<file path="src/rtl/adder_pkg.sv">
// Shared width and word type for the baseline ripple-carry adder.
package adder_pkg;

   localparam int ADDER_WIDTH = 64;

   typedef logic [ADDER_WIDTH-1:0] word_t;

endpackage : adder_pkg

</file>
<file path="src/rtl/full_adder.sv">
// 1-bit full-adder cell, the building block of the ripple chain.
module full_adder (
   input  logic a,
   input  logic b,
   input  logic cin,
   output logic s,
   output logic cout
);

   logic p;

   // Sum and carry of one bit position.
   always_comb begin
      p    = a ^ b;
      s    = p ^ cin;
      cout = (a & b) | (cin & p);
   end

endmodule : full_adder

</file>
<file path="src/rtl/rca_64bit.sv">
// Ripple-carry adder with a registered result: sum/carry = a + b + cin,
// one cycle of latency, one result per cycle, no backpressure.
module rca_64bit
   import adder_pkg::*;
#(
   parameter int WIDTH = ADDER_WIDTH
) (
   input  logic             clk,
   input  logic             rst_n,
   input  logic             in_valid,
   input  logic [WIDTH-1:0] a,
   input  logic [WIDTH-1:0] b,
   input  logic             cin,
   output logic [WIDTH-1:0] sum,
   output logic             carry,
   output logic             out_valid
);

   logic [WIDTH-1:0] sum_d;
   logic             carry_d;

   logic [WIDTH-1:0] sum_q;
   logic             carry_q;
   logic             out_valid_q;

   // Each stage owns its own carry-in net so the chain is a plain series of
   // cells rather than one self-referencing vector.
   for (genvar i = 0; i < WIDTH; i++) begin : g_bit
      logic c_in;
      logic c_out;

      if (i == 0) begin : g_first
         assign c_in = cin;
      end else begin : g_rest
         assign c_in = g_bit[i-1].c_out;
      end

      full_adder u_fa (
         .a    (a[i]),
         .b    (b[i]),
         .cin  (c_in),
         .s    (sum_d[i]),
         .cout (c_out)
      );
   end

   assign carry_d = g_bit[WIDTH-1].c_out;

   // Capture on valid input; hold the last result otherwise.
   always_ff @(posedge clk or negedge rst_n) begin
      if (!rst_n) begin
         sum_q       <= '0;
         carry_q     <= 1'b0;
         out_valid_q <= 1'b0;
      end else begin
         out_valid_q <= in_valid;
         if (in_valid) begin
            sum_q   <= sum_d;
            carry_q <= carry_d;
         end
      end
   end

   assign sum       = sum_q;
   assign carry     = carry_q;
   assign out_valid = out_valid_q;

endmodule : rca_64bit

</file>
<file path="config.mk">
export PLATFORM = sky130hd
export DESIGN_NAME = rca_64bit
export DESIGN_NICKNAME = d
export VERILOG_FILES = /design/src/rtl/adder_pkg.sv /design/src/rtl/full_adder.sv /design/src/rtl/rca_64bit.sv
export SDC_FILE = /design/constraint.sdc
export NUM_CORES = 1
export LEC_CHECK = 0
export CAP_MARGIN = 20
export CORE_MARGIN = 2
export CORE_UTILIZATION = 23
export DETAILED_ROUTE_END_ITERATION = 8
export HOLD_SLACK_MARGIN = 0.06
export PLACE_DENSITY = 0.64
export SYNTH_ARGS = -nofsm -noshare
export SYNTH_HDL_FRONTEND = slang
export SYNTH_SLANG_ARGS = --single-unit
export TNS_END_PERCENT = 100
</file>
<file path="constraint.sdc">
create_clock -name clk -period 0.8 [get_ports clk]
set_clock_uncertainty 0.15 [all_clocks]
set_input_delay 0.08 -clock clk [delete_from_list [all_inputs] [get_ports clk]]
set_output_delay 0.08 -clock clk [all_outputs]
set_load 0.03 [all_outputs]
</file>
==> flow_summary.toml <==
[sta]
worst_slack_ns = -22.05
slew_violations = 0
period_minus_slack_ns = 22.85
worstMarginPinSlew_ns = 0.2265
clock.fmax_mhz = 43.76
rsz0062_at_grt = "yes"
finalSetupViolCount = 131
hold_ws_ns = 0.004729
period_share = 28.57
fin_tns_setup_ns = -756.13
hold_violations = 0
slew_headroom = 0.8490

[logic_synthesis]
yosys_warnings = 0
ys_ff_latch = 66
ys_types = 10
netlist_top_cells_area = "dfrtp_1 (42%), fa_1 (33%), mux2_4 (15%), mux2_2 (6.3%), buf_6 (1.4%)"
syn_area_mm2 = 0.003910
yosysTopAreaCell = "dfrtp_1"
seq_area_frac_synth = 0.4224
syn_inst = 212
synth_top_family_by_area = "adder cells"
synth_top_area_share = 0.4224
syn_area_per_cell_um2 = 18.44
synth_xor_area_frac = 0
synth-simple-area-share = 0.0009600
synth_fp_nets = 408
synth_compound_area_frac = 0.001280
muxShareOfSynthArea = 0.2221
synth_adder_area_share = 0.3277

[clock_network]
htreeDepth = 3
cts_buffer_depth = 2
clkTransAtPathRegs_ns = 0.05
cts_tree = "done"
cts_made_buffers = 9
cts.sinks = 66
cts_root_buffer = "clkbuf_16"
hold_buffers = 1
clk_latency_ns = 0.33

[floorplanning]
fp.dieH_um = 134.4
boundaryPins = 198
fp.coreArea_mm2 = 0.01658
fp.dieW_um = 134.4
rows = 47
start_util = 0.2358
die_area_mm2 = 0.01806

[critical_path]
r2r_setup_slack_ns = -0.35
slowest_delay_ns = 0.42
crit_fanout = 1
arrival_ns = 22.95
critPathCaptureType = "flip-flop"
critPathLaunchType = "primary input"
critPathKind = "primary input to flip-flop"
cp.required_ns = 0.90
cp_slowest_cell = "fa_2"
crit_path_frequent_cell = "fa_2"

[global_route]
grt_pass1_wl_um = 16860
grt_usage = 0.1222
grt_pass1_vias = 3296
grt_overflow = 0
grt_antenna_before_repair = 0
grt_max_degree = 36

[outcome]
outcome = "finished, violations left"
violations = "negative setup slack"

[job]
maxCapViolCount = 0

[routing]
vias = 2692
drt-wirelength-per-cell_um = 15.02
ant_nets = 0
drc_errors = 0
wl_um = 10320
drtIter0Drc = 56
viasPerCell = 3.918
drt-pass1-iter-count = 2

[placement]
dp_slack_ns = -22.86
placement.io_buffers = 197
hpwl_um = 8016
gp_congestion = 0.7239

[layout]
finalNetCount = 658
drive_gt1_frac = 0.5610
antenna_cells = 0
area_delta_synth_final_pct = 83.62

[hold_path]
hp-class = "primary input to flip-flop"

[power]
cellPowerDensity_mw_per_mm2 = 2276
peakVddDrop_mv = 1.031
p_leak_nw = 3.095
## report_power, final
group / switching, mW / internal (mW)
combinational: 3.31 / 4.46
clock: 1.37 / 2.40
sequential: 0.619 / 4.17
total: 5.31 / 11.0
## registers in the layout, indices dropped and copies added (netlist names)
| register | count |
|---|---|
| sum | 64 |
| out_valid | 1 |
| carry | 1 |
## through the flow
step / std cells / utilization / instance area, µm² / total power, mW
floorplan: 212 / - / 4066 / 8.005
global placement: 637 / 0.3793 / 6290 / 11.04
detailed placement: 637 / 0.3793 / 6290 / 11.14
CTS: 674 / 0.4237 / 7027 / 16.26
global route: 687 / 0.4329 / 7179 / 17.31
finish: 687 / 0.4329 / 7179 / 16.34
## worst max-delay path: cells and delay by family
family,cells,cell delay [ns]
buffers and inverters,4,0.25
adders and majority gates,64,22.45
muxes,1,0.14
## cells in the mapped netlist, drive strengths merged
| library cell | number |
|---|---|
| mux2 | 62 |
| buf | 7 |
| dfrtp | 66 |
| nor2 | 1 |
| fa | 64 |
| inv | 9 |
| mux2i | 2 |
| a21oi | 1 |
## cell usage in the layout (no fill, tap or decap), types with 2 or more instances in the layout
master             n
clkdlybuf4s50_1  125
buf_6             72
dfrtp_1           65
fa_2              64
mux2_4            62
buf_4             37
clkbuf_16          9
buf_12             8
inv_1              6
clkbuf_1           4
inv_2              3
mux2i_1            2
clkinv_2           2
buf_2              2
## cell type report
cell class,count,area (µm²)
clock buffers,13,240.2
repair buffers,246,2532
fillers,1496,9404
inverters,9,33.78
clock inverters,3,40.04
multi-input cells,130,2405
well taps,220,275.3
flip-flops and latches,66,1653
## path summary, 6_finish.rpt
check / from / to / depth (start not counted)
setup / recovery: a[0] / sum[63] / 69
hold / removal: in_valid / out_valid / 2
setup reg to reg: sum[16] / sum[16] / 3
hold reg to reg: sum[21] / sum[21] / 1
max in group asynchronous: rst_n / sum[0] / 3
min in group asynchronous: rst_n / sum[37] / 3
## cell families (layout without fill, tap and decap cells)
family / after synthesis / after routing
buffers and inverters: 16 / 271
adders and majority gates: 64 / 64
and+or+nand+nor: 1 / 1
DFF: 66 / 66
muxes: 64 / 64
AOI/OAI and AO/OA: 1 / 1
## per-layer routing
metal,global-route usage,up-vias,share of wire
met1,0.1379,1349,0.38
li1,-,1197,-
met3,0.04875,14,0.092
met4,0.04269,0,0.020
met5,0,-,0
met2,0.2098,132,0.51
## timing repair
action	in CTS	in global routing
gates cloned	0	0
gates resized for setup	96	15
endpoints found under the hold margin	71	2
setup endpoints to repair	131	131
pin swaps	1	0
setup buffers	20	13
Note: power is estimated with default switching activity, not from simulation.
